`src/rtl/clk_gen_meter.sv`:
```
// Purpose: counts rising edges of an asynchronous clock over a programmable window of clk_i cycles.
// Latency: the result is valid window_i cycles after start is accepted; the observed window trails by SYNC_STAGES+1 cycles.
// Backpressure: the result holds in DONE until yumi_i; start_v_i is accepted only while ready_o is high.
module clk_gen_meter #(
    parameter int unsigned WINDOW_W    = 16,
    parameter int unsigned CNT_W       = 16,
    parameter int unsigned SYNC_STAGES = 2
) (
    input  logic                clk_i,
    input  logic                reset_i,
    input  logic                meas_clk_i,
    input  logic                start_v_i,
    input  logic [WINDOW_W-1:0] window_i,
    output logic                ready_o,
    output logic                v_o,
    output logic [CNT_W-1:0]    count_o,
    output logic                overflow_o,
    input  logic                yumi_i
);

    localparam int unsigned WARM_W = $clog2(SYNC_STAGES + 1) + 1;

    typedef enum logic [1:0] {
        WARM,
        IDLE,
        MEASURE,
        DONE
    } state_t;

    state_t state_q, state_d;

    logic [SYNC_STAGES-1:0] sync_q;
    logic                   prev_q;
    logic                   rise;
    logic [WARM_W-1:0]      warm_cnt_q;
    logic [WINDOW_W-1:0]    win_cnt_q;
    logic [CNT_W-1:0]       count_q;
    logic                   ovf_q;

    assign rise       = sync_q[SYNC_STAGES-1] & ~prev_q;
    assign count_o    = count_q;
    assign overflow_o = ovf_q;

    always_ff @(posedge clk_i) begin
        if (reset_i) begin
            state_q <= WARM;
        end else begin
            state_q <= state_d;
        end
    end

    always_comb begin
        state_d = state_q;
        ready_o = 1'b0;
        v_o     = 1'b0;
        case (state_q)
            WARM: begin
                if (warm_cnt_q == WARM_W'(SYNC_STAGES)) begin
                    state_d = IDLE;
                end
            end
            IDLE: begin
                ready_o = 1'b1;
                if (start_v_i) begin
                    if (window_i == '0) begin
                        state_d = DONE;
                    end else begin
                        state_d = MEASURE;
                    end
                end
            end
            MEASURE: begin
                if (win_cnt_q == WINDOW_W'(1)) begin
                    state_d = DONE;
                end
            end
            DONE: begin
                v_o = 1'b1;
                if (yumi_i) begin
                    state_d = IDLE;
                end
            end
            default: state_d = WARM;
        endcase
    end

    always_ff @(posedge clk_i) begin
        if (reset_i) begin
            sync_q     <= '0;
            prev_q     <= 1'b0;
            warm_cnt_q <= '0;
            win_cnt_q  <= '0;
            count_q    <= '0;
            ovf_q      <= 1'b0;
        end else begin
            sync_q <= {sync_q[SYNC_STAGES-2:0], meas_clk_i};
            prev_q <= sync_q[SYNC_STAGES-1];
            case (state_q)
                // Rises seen while warming up come from priming the synchronizer and are dropped.
                WARM: warm_cnt_q <= warm_cnt_q + WARM_W'(1);
                IDLE: begin
                    if (start_v_i) begin
                        win_cnt_q <= window_i;
                        count_q   <= '0;
                        ovf_q     <= 1'b0;
                    end
                end
                MEASURE: begin
                    win_cnt_q <= win_cnt_q - WINDOW_W'(1);
                    if (rise) begin
                        if (count_q == {CNT_W{1'b1}}) begin
                            ovf_q <= 1'b1;
                        end else begin
                            count_q <= count_q + CNT_W'(1);
                        end
                    end
                end
                default: ;
            endcase
        end
    end

endmodule

```
`config.mk`:
```
export PLATFORM = sky130hd
export DESIGN_NAME = clk_gen_meter
export DESIGN_NICKNAME = d
export VERILOG_FILES = /design/src/rtl/clk_gen_meter.sv
export SDC_FILE = /design/constraint.sdc
export NUM_CORES = 1
export LEC_CHECK = 0
export CELL_PAD_IN_SITES_DETAIL_PLACEMENT = 0
export CELL_PAD_IN_SITES_GLOBAL_PLACEMENT = 1
export CORE_ASPECT_RATIO = 0.5
export CORE_MARGIN = 2
export CORE_UTILIZATION = 43
export DETAILED_ROUTE_END_ITERATION = 12
export HOLD_SLACK_MARGIN = 0.08
export PLACE_DENSITY = 0.91
export REMOVE_ABC_BUFFERS = 1
export SYNTH_ARGS = -nofsm -noshare
export SYNTH_HDL_FRONTEND = slang
export SYNTH_SLANG_ARGS = --single-unit
```
`constraint.sdc`:
```
create_clock -name clk_i -period 4.95 [get_ports clk_i]
set_input_delay 1.2375 -clock clk_i [delete_from_list [all_inputs] [get_ports clk_i]]
set_output_delay 1.2375 -clock clk_i [all_outputs]
set_load 0.05 [all_outputs]
```
==> results.json <==
{
  "status": "finished clean",
  "route.detailed.drc": 0,
  "final.setup.worst_slack_ns": 1.494,
  "async_flop_share": 0,
  "clockBufferDepth": 2,
  "n_fill_cell": 520,
  "drtAntennaViolNets": 0,
  "hold_class": "reg2reg",
  "die_y_um": 58.11,
  "power.total_w": 0.001554,
  "fin_tns_setup_ns": 0,
  "cts_tree": "yes",
  "finalNonFillerCells": 420,
  "fin_crit_sh": 0.6982,
  "cts_htree_levels": 2,
  "cpMaxStageDelayCell": "or4_2",
  "drv_slew": 0,
  "cts_buffers": 5,
  "rsz0062_at_grt": "false",
  "clock.fmax_mhz": 289.4,
  "gr-usage-met3": 0.04707,
  "clk_pin_slew_ns": 0.06,
  "drt_pre_antenna_iters": 6,
  "power_density_nw_per_um2": 496.4,
  "path_cells": "clkdlybuf4s50_1 > mux2_2 > o21ai_0 > or4_2 > a21oi_1",
  "nNetsFinal": 376,
  "grt_util_met2": 0.3683,
  "overflow": 0,
  "clock_sinks": 41,
  "drt-vias-per-instance": 6.129,
  "placed_cells": 412,
  "groute.usage.overall": 0.2166,
  "rows": 19,
  "synth_area_um2": 2517,
  "antenna_found_initial": 0,
  "synth_edf_count": 0,
  "grt_max_degree": 30,
  "die_x_um": 112.2,
  "grt_busiest_layer": "met2",
  "root_buffer": "clkbuf_16",
  "die_area_um2": 6520,
  "dpl.hpwl_um": 4739,
  "leakagePower_nw": 1.040,
  "met1_usage": 0.2853,
  "worstPathMaxFanout": 13,
  "syn_avg_cell_area_um2": 8.017,
  "antenna_cells": 0,
  "ir_drop_v": 0.0002438,
  "hold_violations": 0,
  "synthToLayoutAreaGrowth_pct": 24.35,
  "gp_congestion": 0.8166,
  "yosys_most_used_dff": "dfxtp_1",
  "skew_ns": 0.004345,
  "slew_headroom": 0.09704,
  "synth_seq_area_share": 0.3260,
  "layout-drive-gt1-share": 0.06052,
  "finalSetupViolCount": 0,
  "netlist_instances": 314,
  "wl_per_cell_um": 16.41,
  "drt_iter0_markers": 286,
  "start_util": 0.4525,
  "worstSkewPairLatency_ns": 0.28,
  "hold_buffers": 0,
  "pre_cts_slack_ns": 1.271,
  "critical_path.max_stage_delay_ns": 0.80,
  "max_slew.worst_pin.slew_ns": 1.340,
  "cts_setup_buffers": 0,
  "finalWorstPathRequiredPeriod_ns": 3.456,
  "cts_resized": 0,
  "required_ns": 5.17,
  "crit_arrival_ns": 3.68,
  "ys_ff_latch": 41,
  "multiInputGateArea_um2": 1567,
  "worstSetupPathType": "in2reg",
  "io_buffers": 39,
  "drv_cap": 0,
  "yosysUniqueCellTypes": 57,
  "grt_pass1_wl_um": 11390,
  "first_global_vias": 2333,
  "drt_wl_total_um": 6894,
  "cp-start-kind": "input port",
  "yosysWarnings": 0,
  "end_kind": "flip-flop",
  "core_area_um2": 5563,
  "num_io_pins": 40,
  "regArea_um2": 820.8,
  "dr_total_vias": 2574
}
-- metal layers --
| layer | share of wire | wire, µm |
|---|---|---|
| met4 | 0.011 | 78 |
| met5 | 0 | 0 |
| met2 | 0.48 | 3287 |
| met1 | 0.45 | 3123 |
| met3 | 0.059 | 405 |
-- area by class of cell --
| class | instances | share of cell area |
|---|---|---|
| Timing Repair Buffer | 43 | 0.1343 |
| Inverter | 16 | 0.01918 |
| Multi-Input combinational cell | 239 | 0.5004 |
| Tap cell | 73 | 0.02918 |
| Clock inverter | 3 | 0.01479 |
| Sequential cell | 41 | 0.2622 |
| Clock buffer | 5 | 0.03997 |
-- synthesized netlist by cell type (6+ instances only) --
library cell	number	share of area
o21ai_0	12	0.024
or3_1	8	0.020
o31ai_1	6	0.018
inv_1	15	0.022
nand3_1	9	0.018
nor4_1	12	0.030
dfxtp_1	41	0.33
a31oi_1	8	0.020
a2111oi_0	6	0.021
clkbuf_1	16	0.024
mux2i_1	10	0.040
nand2_1	24	0.036
ha_1	9	0.045
or4_1	6	0.018
nor3_1	8	0.016
nor2b_1	11	0.027
nand2b_1	7	0.017
a211oi_1	8	0.024
nor2_1	26	0.039
a21oi_1	14	0.028
-- placed cells by master, fill, tap and decap left out, types with 4 or more instances in the layout --
master | Yosys | routed
dfxtp_1 | 41 | 41
clkdlybuf4s50_1 | 0 | 39
nor2_1 | 26 | 26
nand2_1 | 24 | 24
inv_1 | 15 | 15
a21oi_1 | 14 | 14
o21ai_0 | 12 | 12
nor4_1 | 12 | 12
nor2b_1 | 11 | 11
mux2i_1 | 10 | 10
nand3_1 | 9 | 9
ha_1 | 9 | 9
or3_1 | 8 | 8
nor3_1 | 8 | 8
a211oi_1 | 8 | 8
a31oi_1 | 8 | 8
nand2b_1 | 7 | 7
or4_1 | 6 | 6
o31ai_1 | 6 | 6
a2111oi_0 | 6 | 6
a22oi_1 | 5 | 5
nand4_1 | 5 | 5
clkbuf_16 | 0 | 5
a221oi_1 | 4 | 4
buf_4 | 0 | 4
-- worst max-delay path: cells and delay by family --
kind	cells	cell delay, ns
buf+inv	1	0.61
compound gates	2	0.66
mux	1	0.36
simple gates	1	0.80
-- logic make-up after synthesis --
group / synth area share
xor gates and xnor gates: 0.006960
AOI/OAI and AO/OA: 0.2386
DFF: 0.3260
and+or+nand+nor: 0.2878
adders and majority gates: 0.04473
buffers and inverters: 0.05169
muxes: 0.04424
-- power breakdown --
group / internal (W) / leakage [nW] / switching [W]
Clock: 0.000239 / 0.0800 / 0.000145
Sequential: 0.000387 / 0.333 / 0.0000599
Combinational: 0.000276 / 0.627 / 0.000448
-- sequential cells by signal, summed over array words and instances (netlist names) --
signal	cells
count_o	16
win_cnt_q	16
warm_cnt_q	3
state_q	2
sync_q	2
overflow_o	1
prev_q	1
-- metrics by stage --
stage,utilization,area [µm²],hold WS (ns)
floorplan,-,2447,0.4138
global placement,0.5319,2959,0.4163
detailed placement,0.5319,2959,0.4339
CTS,0.5628,3131,0.4488
global route,0.5628,3131,0.4660
finish,0.5628,3131,0.4439
-- path summary, 6_finish.rpt --
path              startpoint  cells after the start  slack (ns)    endpoint
hold / removal     sync_q[0]                      1        0.44   sync_q[1]
hold reg to reg    sync_q[0]                      1        0.44   sync_q[1]
setup / recovery   start_v_i                      5        1.49  count_o[6]
setup reg to reg  state_q[1]                      6        2.08  count_o[6]
No activity file was read; power rests on OpenSTA's default activity.
